===== src/rtl/stopwatch_pkg.sv =====
`default_nettype none
// ============================================================================
// Module      : stopwatch_pkg
// Description : Shared definitions for the stopwatch front-end control:
//               FSM state encoding and a minimum-width helper used to size
//               the prescaler and debounce counters.
// Revision    : 1.0 - initial release
// ============================================================================
package stopwatch_pkg;

  typedef enum logic [1:0] {
    ST_IDLE  = 2'd0,
    ST_RUN   = 2'd1,
    ST_PAUSE = 2'd2
  } state_t;

  // Bits needed to hold values 0..value-1; never less than one bit.
  function automatic int clog2_min1(input int value);
    int w;
    w = 1;
    while ((1 << w) < value) begin
      w = w + 1;
    end
    return w;
  endfunction

endpackage
`default_nettype wire


===== src/rtl/key_debounce.sv =====
`default_nettype none
// ============================================================================
// Module      : key_debounce
// Description : Two-flop synchroniser, stable-sample counter and rising-edge
//               pulse for one raw mechanical key. The debounced level only
//               follows the synchronised key after DB consecutive samples that
//               disagree with the current debounced level; a single 1-cycle
//               press pulse accompanies each debounced 0->1 change.
// Ports       : clk     in  system clock
//               rst_n   in  asynchronous active-low reset
//               key_raw in  raw key, active-high, asynchronous to clk
//               press   out 1-cycle pulse per debounced press
// Revision    : 1.0 - initial release
// ============================================================================
module key_debounce
  import stopwatch_pkg::*;
#(
  parameter int DB = 20
) (
  input  logic clk,
  input  logic rst_n,
  input  logic key_raw,
  output logic press
);

  localparam int              c_CW       = clog2_min1(DB);
  localparam logic [c_CW-1:0] c_CNT_LAST = c_CW'(DB - 1);

  logic            r_sync1;
  logic            r_sync2;
  logic            r_level;
  logic            r_press;
  logic [c_CW-1:0] r_cnt;

  logic w_differ;
  logic w_settle;

  // The counter only runs while the synchronised key disagrees with the
  // debounced level; any agreeing sample restarts the stability window.
  assign w_differ = (r_sync2 != r_level);
  assign w_settle = w_differ && (r_cnt == c_CNT_LAST);

  always_ff @(posedge clk or negedge rst_n) begin
    if (!rst_n) begin
      r_sync1 <= 1'b0;
      r_sync2 <= 1'b0;
      r_level <= 1'b0;
      r_press <= 1'b0;
      r_cnt   <= '0;
    end else begin
      r_sync1 <= key_raw;
      r_sync2 <= r_sync1;
      if (!w_differ || w_settle) begin
        r_cnt <= '0;
      end else begin
        r_cnt <= r_cnt + c_CW'(1);
      end
      if (w_settle) begin
        r_level <= r_sync2;
      end
      // Only the press edge pulses; release settles silently.
      r_press <= w_settle && r_sync2;
    end
  end

  assign press = r_press;

endmodule
`default_nettype wire


===== src/rtl/stopwatch_ctrl.sv =====
`default_nettype none
// ============================================================================
// Module      : stopwatch_ctrl
// Description : Stopwatch front-end control. Debounces START/STOP and RESET
//               keys, runs the IDLE/RUN/PAUSE FSM and drives the count enable
//               (tick_en, one pulse per DIV RUN cycles) and the synchronous
//               clear (clr) of the downstream timing counter chain.
//               Optional lap feature enabled by defining STOPWATCH_LAP_EN.
// Ports       : clk       in  system clock
//               rst_n     in  asynchronous active-low reset
//               key_start in  raw START/STOP key, active-high
//               key_reset in  raw RESET key, active-high
//               key_lap   in  raw LAP key (STOPWATCH_LAP_EN only)
//               lap_hold  out display freeze request (STOPWATCH_LAP_EN only)
//               tick_en   out 1-cycle count enable to the timing chain
//               clr       out 1-cycle synchronous clear to the timing chain
//               running   out high while the FSM is in RUN
// Revision    : 1.0 - initial release
// ============================================================================
module stopwatch_ctrl
  import stopwatch_pkg::*;
#(
  parameter int CLK_FREQ    = 100_000_000,
  parameter int TICK_HZ     = 100,
  parameter int DEBOUNCE_MS = 20
) (
  input  logic clk,
  input  logic rst_n,
  input  logic key_start,
  input  logic key_reset,
`ifdef STOPWATCH_LAP_EN
  input  logic key_lap,
  output logic lap_hold,
`endif
  output logic tick_en,
  output logic clr,
  output logic running
);

  localparam int              c_DIV        = CLK_FREQ / TICK_HZ;
  localparam int              c_DB         = (CLK_FREQ / 1000) * DEBOUNCE_MS;
  localparam int              c_PW         = clog2_min1(c_DIV);
  localparam logic [c_PW-1:0] c_PRESC_LAST = c_PW'(c_DIV - 1);

  // --------------------------------------------------------------------------
  // Key front ends
  // --------------------------------------------------------------------------
  logic w_start_press;
  logic w_reset_press;

  key_debounce #(.DB(c_DB)) u_db_start (
    .clk     (clk),
    .rst_n   (rst_n),
    .key_raw (key_start),
    .press   (w_start_press)
  );

  key_debounce #(.DB(c_DB)) u_db_reset (
    .clk     (clk),
    .rst_n   (rst_n),
    .key_raw (key_reset),
    .press   (w_reset_press)
  );

`ifdef STOPWATCH_LAP_EN
  logic w_lap_press;
  logic r_lap_hold;
  logic w_lap_hold_nxt;

  key_debounce #(.DB(c_DB)) u_db_lap (
    .clk     (clk),
    .rst_n   (rst_n),
    .key_raw (key_lap),
    .press   (w_lap_press)
  );
`endif

  // --------------------------------------------------------------------------
  // FSM, prescaler and output registers
  // --------------------------------------------------------------------------
  state_t          r_state;
  state_t          w_state_nxt;
  logic [c_PW-1:0] r_presc;
  logic [c_PW-1:0] w_presc_nxt;
  logic            r_tick;
  logic            w_tick_nxt;
  logic            r_clr;
  logic            w_clr_nxt;
  logic            r_running;
  logic            w_running_nxt;
  logic            w_presc_wrap;

  assign w_presc_wrap = (r_presc == c_PRESC_LAST);

  always_comb begin
    w_state_nxt = r_state;
    w_presc_nxt = r_presc;
    w_tick_nxt  = 1'b0;
    w_clr_nxt   = 1'b0;

    // The prescaler advances on every RUN cycle, including the cycle the FSM
    // leaves RUN, so a wrap in that cycle still yields its tick.
    if (r_state == ST_RUN) begin
      w_presc_nxt = w_presc_wrap ? '0 : (r_presc + c_PW'(1));
      w_tick_nxt  = w_presc_wrap;
    end

    if (w_reset_press) begin
      // Reset outranks start and any pending tick, so tick_en and clr are
      // never asserted together.
      w_state_nxt = ST_IDLE;
      w_presc_nxt = '0;
      w_tick_nxt  = 1'b0;
      w_clr_nxt   = 1'b1;
    end else if (w_start_press) begin
      case (r_state)
        ST_IDLE:  w_state_nxt = ST_RUN;
        ST_RUN:   w_state_nxt = ST_PAUSE;
        ST_PAUSE: w_state_nxt = ST_RUN;
        default:  w_state_nxt = ST_IDLE;
      endcase
    end

    w_running_nxt = (w_state_nxt == ST_RUN);

`ifdef STOPWATCH_LAP_EN
    w_lap_hold_nxt = r_lap_hold;
    if (w_reset_press) begin
      w_lap_hold_nxt = 1'b0;
    end else if (w_lap_press && (r_state != ST_IDLE)) begin
      w_lap_hold_nxt = ~r_lap_hold;
    end
`endif
  end

  always_ff @(posedge clk or negedge rst_n) begin
    if (!rst_n) begin
      r_state   <= ST_IDLE;
      r_presc   <= '0;
      r_tick    <= 1'b0;
      r_clr     <= 1'b1;
      r_running <= 1'b0;
    end else begin
      r_state   <= w_state_nxt;
      r_presc   <= w_presc_nxt;
      r_tick    <= w_tick_nxt;
      r_clr     <= w_clr_nxt;
      r_running <= w_running_nxt;
    end
  end

`ifdef STOPWATCH_LAP_EN
  always_ff @(posedge clk or negedge rst_n) begin
    if (!rst_n) begin
      r_lap_hold <= 1'b0;
    end else begin
      r_lap_hold <= w_lap_hold_nxt;
    end
  end

  assign lap_hold = r_lap_hold;
`endif

  assign tick_en = r_tick;
  assign clr     = r_clr;
  assign running = r_running;

endmodule
`default_nettype wire


===== config.mk =====
export PLATFORM = sky130hd
export DESIGN_NAME = stopwatch_ctrl
export DESIGN_NICKNAME = d
export VERILOG_FILES = /design/src/rtl/stopwatch_pkg.sv /design/src/rtl/key_debounce.sv /design/src/rtl/stopwatch_ctrl.sv
export SDC_FILE = /design/constraint.sdc
export NUM_CORES = 1
export LEC_CHECK = 0
export CAP_MARGIN = 10
export CORE_MARGIN = 5
export CORE_UTILIZATION = 36
export DETAILED_ROUTE_END_ITERATION = 10
export GPL_TIMING_DRIVEN = 0
export REMOVE_ABC_BUFFERS = 1
export SLEW_MARGIN = 20
export SYNTH_ARGS = -nofsm -noshare
export SYNTH_HDL_FRONTEND = slang
export SYNTH_SLANG_ARGS = --single-unit

===== constraint.sdc =====
create_clock -name clk -period 4.05 [get_ports clk]
set_clock_uncertainty 0.05 [all_clocks]
set_input_delay 1.0125 -clock clk [delete_from_list [all_inputs] [get_ports clk]]
set_output_delay 1.0125 -clock clk [all_outputs]
set_load 0.1 [all_outputs]

# == Yosys cells after proc, flatten, opt, wreduce, memory -nomap -nowiden ==
# Index checks and enable logic that the tools add are counted.
# classes
n_addsub,3
eq_ne,8
n_mux,11
reduce_logical,11
# op_table
op,n
two-way mux 20 bit,3
"adder 21 x 1 -> 21 bit, second input constant",2
"equality test 21 bit, second input constant",2
two-way mux 21 bit,2
"adder 20 x 1 -> 20 bit, second input constant",1
"equality test 20 bit, second input constant",1
"equality test 2 x 1 -> 1 bit, second input constant",2
logical AND 1 bit,4
two-way mux 2 bit,2
one-hot mux 2 bit (2 select lines),1
two-way mux 1 bit,3
"equality test 2 bit, second input constant",1
logical NOT 1 bit,2
logical NOT 2 bit,1
logical OR 1 bit,2
!= test 1 bit,2
nonzero test 2 bit,1
OR reduction 2 bit,1
# totals
register_bits,75
inputBits,4
word_cells,48

# == Longest topological paths before layout ==
# depth
depth_word,6
ltp_mapped,7

# == Hierarchy ==
# A second synthesis with hierarchy kept.
# unflattened
cells_unflattened,368
area_unflattened_um2,3763.6
# modules_own_cells
mod,n_inst,cells_each,area_per_inst_um2,seq_area_each_um2
key_debounce,2,121,1228.7,625.6
stopwatch_ctrl,1,126,1306.3,626.9

# == Worst setup path before layout ==
# No wires, ideal clock.
# synth_path
kind,flip-flop to flip-flop
from,register r_presc[6]
to,register r_presc[16]
setup_ns,0.124
arrival_time_ns,1.778
t_required_ns,3.876
slack_ns,2.098
stages_incl_launch_ff,7
n_path_buf,1
synth_period_minus_slack_ns,1.952
cell_sequence,dfrtp_1 -> nand3_2 -> or2_1 -> clkbuf_2 -> or4_4 -> nor3b_1 -> a211o_1
# synth_between
elab_chain_cells,4
word_cells_on_any_way,5
classes_between,add/sub: 1; eq/ne: 1; mux: 3
# synth_rtl
element,line_no,text
start: declaration,stopwatch_ctrl.sv:83,logic [c_PW-1:0] r_presc;
start signal: assignment,stopwatch_ctrl.sv:145,r_presc <= w_presc_nxt;
adder 20 x 1 -> 20 bit or equality test 20 bit (tied branches),"stopwatch_ctrl.sv:104, stopwatch_ctrl.sv:93",
two-way mux 20 bit (*),stopwatch_ctrl.sv:104,w_presc_nxt = w_presc_wrap ? '0 : (r_presc + c_PW'(1));
two-way mux 20 bit (*),stopwatch_ctrl.sv:103,if (r_state == ST_RUN) begin
two-way mux 20 bit (*),stopwatch_ctrl.sv:108,if (w_reset_press) begin
# Every way passes the cells marked *; elsewhere a longest branch is shown, timed or not. The select of a mux whose other input is x is not followed.
# A chain may end at the register's enable or synchronous reset.

# == Final worst setup path ==
# layout_path
from,"register r_clr, in the netlist clr"
to,output clr
# layout_rtl
element,line_no,text
start: declaration,stopwatch_ctrl.sv:87,logic r_clr;
start signal: assignment,stopwatch_ctrl.sv:147,r_clr <= w_clr_nxt;
end: declaration,stopwatch_ctrl.sv:36,"output logic clr,"
# No word-level cell between the ends.

==> flow_summary_export.csv <==
group,metric,value,unit
setup_path,end_kind,"output pin",
floorplan,fp.dieH,109,um
clocking,clk_path_buf_depth,2,
final_layout,final_layout_size_suffix_gt1_share,6.575,%
placed_design,io_buffers,6,
logic_synthesis,avgSynthCellArea,10.08,um^2
global_route,grtUsageTotal,11.44,%
clocking,cts-htree-levels,3,
sta,setup_viol,0,
final_layout,n_fill_cell,942,
floorplan,dieArea,0.01188,mm^2
logic_synthesis,synth_xor_area_share,13.90,%
placed_design,placed_area,0.003746,mm^2
global_route,grt_overflow,0,
power,ir_drop,0.1454,mV
route,vias,2422,
logic_synthesis,synth_area_leaders,"dfrtp_1, xnor2_1, nor2_1",
job,maxCapViolCount,0,
logic_synthesis,synth_edf_count,0,
setup_path,critPathMaxStageDelay,1.12,ns
sta,hold_viol,0,
sta,max-slew-margin-rel,35.66,%
logic_synthesis,ys_ff_latch,75,
final_layout,antenna_cells,0,
clocking,clkLatencyLatePin,0.35,ns
setup_path,critPathSlowestCell,"clkdlybuf4s50_1",
global_route,grt_pass1_wl,10.81,mm
route,wire_per_inst,12.21,um
clocking,cts_setup_buffers,0,
global_route,grt_max_degree,45,
logic_synthesis,synth_area_leader_cell,"dfrtp_1",
floorplan,core,0.009684,mm^2
route,drt_iter0_markers,52,
logic_synthesis,synthAdderAreaFrac,1.064,%
setup_path,criticalPathCategory,"register to output pin",
sta,clock.fmax,329.8,MHz
power,p_per_area,327.6,mW/mm^2
logic_synthesis,synth.yosys.warnings,0,
clocking,cts_tree,"yes",
final_layout,seq_area,0.001878,mm^2
route,totalWireLength,6.082,mm
clocking,ctsHoldBuffers,0,
logic_synthesis,synth.distinct_cells,34,
logic_synthesis,netlist_instances,350,
global_route,antenna_found_initial,0,
clocking,cts_root_buf,"clkbuf_8",
setup_path,cp.arrival,1.97,ns
sta,rsz0062_at_grt,"false",
setup_path,crit_family,"buffers and inverters",
floorplan,core.rowCount,36,
clocking,cts.sinks,75,
floorplan,die_width,109,um
logic_synthesis,synthArstFlopShare,100.0,%
floorplan,io_pins,7,
route,antenna_left,0,
sta,worstMarginPinSlew,0.9620,ns
logic_synthesis,syn_area,0.003528,mm^2
final_layout,syn2layout_area_growth,10.85,%
route,routed_via_density,4.863,
logic_synthesis,synth-seq-area-share,53.23,%
logic_synthesis,synth_top_family_by_area,"simple AND/OR/NAND/NOR gates",
logic_synthesis,synth-simple-area-share,26.70,%
setup_path,cp.required,2.99,ns
setup_path,cp_max_fo,1,
setup_path,cp_num_buf_inv,1,
clocking,clk_pin_slew,0.07,ns
final_layout,multi_input_area,0.001590,mm^2
placed_design,detailed_place_hpwl,4.178,mm
final_layout,fin_area,0.003911,mm^2
logic_synthesis,yosysTopAreaCellShare,52.48,%
logic_synthesis,yosys-mux-area-fraction,0.9574,%
route,drt-pass1-iter-count,4,
hold_path,hp-class,"register to register",
route,drcViolationCount,0,
sta,fin_crit,3.032,ns
setup_path,startpoint_type,"register",
placed_design,gp_congestion,0.8101,
sta,period_share,74.87,%
clocking,cts_made_buffers,9,
run_status,status,"finished, final reports clean",
clocking,cts-resized-gates,0,
sta,drv_slew,0,
logic_synthesis,synth_compound_area_share,2.340,%
setup_path,cp_cell_sequence,"clkdlybuf4s50_1",
floorplan,initial_core_util,36.43,%
sta,whs,0.3024,ns
final_layout,nNetsFinal,367,
global_route,grt_pass1_vias,2405,
power,p_leak,0.001628,uW
logic_synthesis,synth_ff_type,"dfrtp_1",
## Yosys cell counts, types with 2 or more instances
cell,n
dfrtp_1,74
nor2_1,68
xnor2_1,31
xor2_1,25
nand2_1,24
nand4_1,20
nand3_1,17
nor3_1,12
and3_1,10
inv_1,8
nor4b_1,8
nor4_1,7
and4_1,6
o21ai_0,6
clkbuf_1,5
nor3b_1,4
ha_1,3
mux2_2,3
buf_2,2
nand2b_1,2
or2_1,2
## sequential cells by signal, indices dropped and copies added (netlist names), 2 cells and up
register,count
r_presc,20
r_state,2
u_db_reset.r_cnt,21
u_db_start.r_cnt,21
## path summary, 6_finish.rpt
path / startpoint / end / slack (ns) / cells after the start
worst min-delay path: u_db_start.r_sync1$_DFF_PN0_ / u_db_start.r_sync2$_DFF_PN0_ / 0.30 / 0
worst max-delay path: clr$_DFF_PN1_ / clr / 1.02 / 1
worst min register to register: u_db_start.r_sync1$_DFF_PN0_ / u_db_start.r_sync2$_DFF_PN0_ / 0.30 / 0
max in group asynchronous: rst_n / u_db_reset.r_cnt[16]$_DFF_PN0_ / 2.84 / 2
min in group asynchronous: rst_n / r_presc[18]$_DFFE_PN0P_ / 0.55 / 1
worst max register to register: u_db_start.r_cnt[0]$_DFF_PN0_ / u_db_start.r_cnt[17]$_DFF_PN0_ / 1.83 / 6
## area by class of cell
type	instances	share of cell area, %
multi-input cells	259	40.66
repair buffers	7	2.175
well taps	133	4.255
inverters	8	0.7678
clock inverters	5	0.7678
clock buffers	11	3.359
flip-flops and latches	75	48.02
## kinds of logic (layout without fill, tap and decap cells)
logic type,after synthesis,in the layout
simple gates,185,185
flops,75,75
fa+ha+maj,3,3
compound gates,12,12
mux,3,3
buf+inv,16,31
xor+xnor,56,56
## power by group
part           switching [uW]  leakage, uW  total (uW)  internal, uW
logic                    24.2     0.000519        34.9          10.7
clock network             266    0.0000791         485           219
registers                5.87      0.00103         761           755
total                     296      0.00163        1280           985
## through the flow
stage          setup TNS, ns  total power (uW)  setup slack (ns)  util (%)  std cells
2_1_floorplan              0             786.7             2.104         -        342
3_3_place_gp          -50.12             808.9           -0.6830     38.42        481
3_5_place_dp               0             812.3             1.376     38.68        482
4_1_cts                    0              1308            0.9914     40.35        498
5_1_grt                    0              1339            0.9829     40.39        498
6_report                   0              1281             1.018     40.39        498
## placed cells by master (no fill, tap or decap), types with 2 or more instances in the layout
master           synthesis  final
xnor2_1                 31     31
nor4_1                   7      7
inv_1                    8      8
nor2_1                  68     68
clkinv_2                 0      3
nor3_1                  12     12
nand2_1                 24     24
clkdlybuf4s50_1          0      5
ha_1                     3      3
nor3b_1                  4      4
or2_1                    2      2
o21ai_0                  6      6
dfrtp_1                 74     74
and4_1                   6      6
mux2_2                   3      3
clkinvlp_4               0      2
and3_1                  10     10
nand3_1                 17     17
xor2_1                  25     25
nand4_1                 20     20
nand2b_1                 2      2
clkbuf_1                 5      2
nor4b_1                  8      8
clkbuf_8                 0      9
## per-layer routing
layer / vias up / share of wire, % / GRT usage (%)
met5: - / 0 / 0
met2: 23 / 44 / 17.46
met3: 10 / 2.5 / 2.664
li1: 1219 / - / -
met1: 1170 / 52 / 15.11
met4: 0 / 2.3 / 5.951
Note: power is estimated with default switching activity, not from simulation.
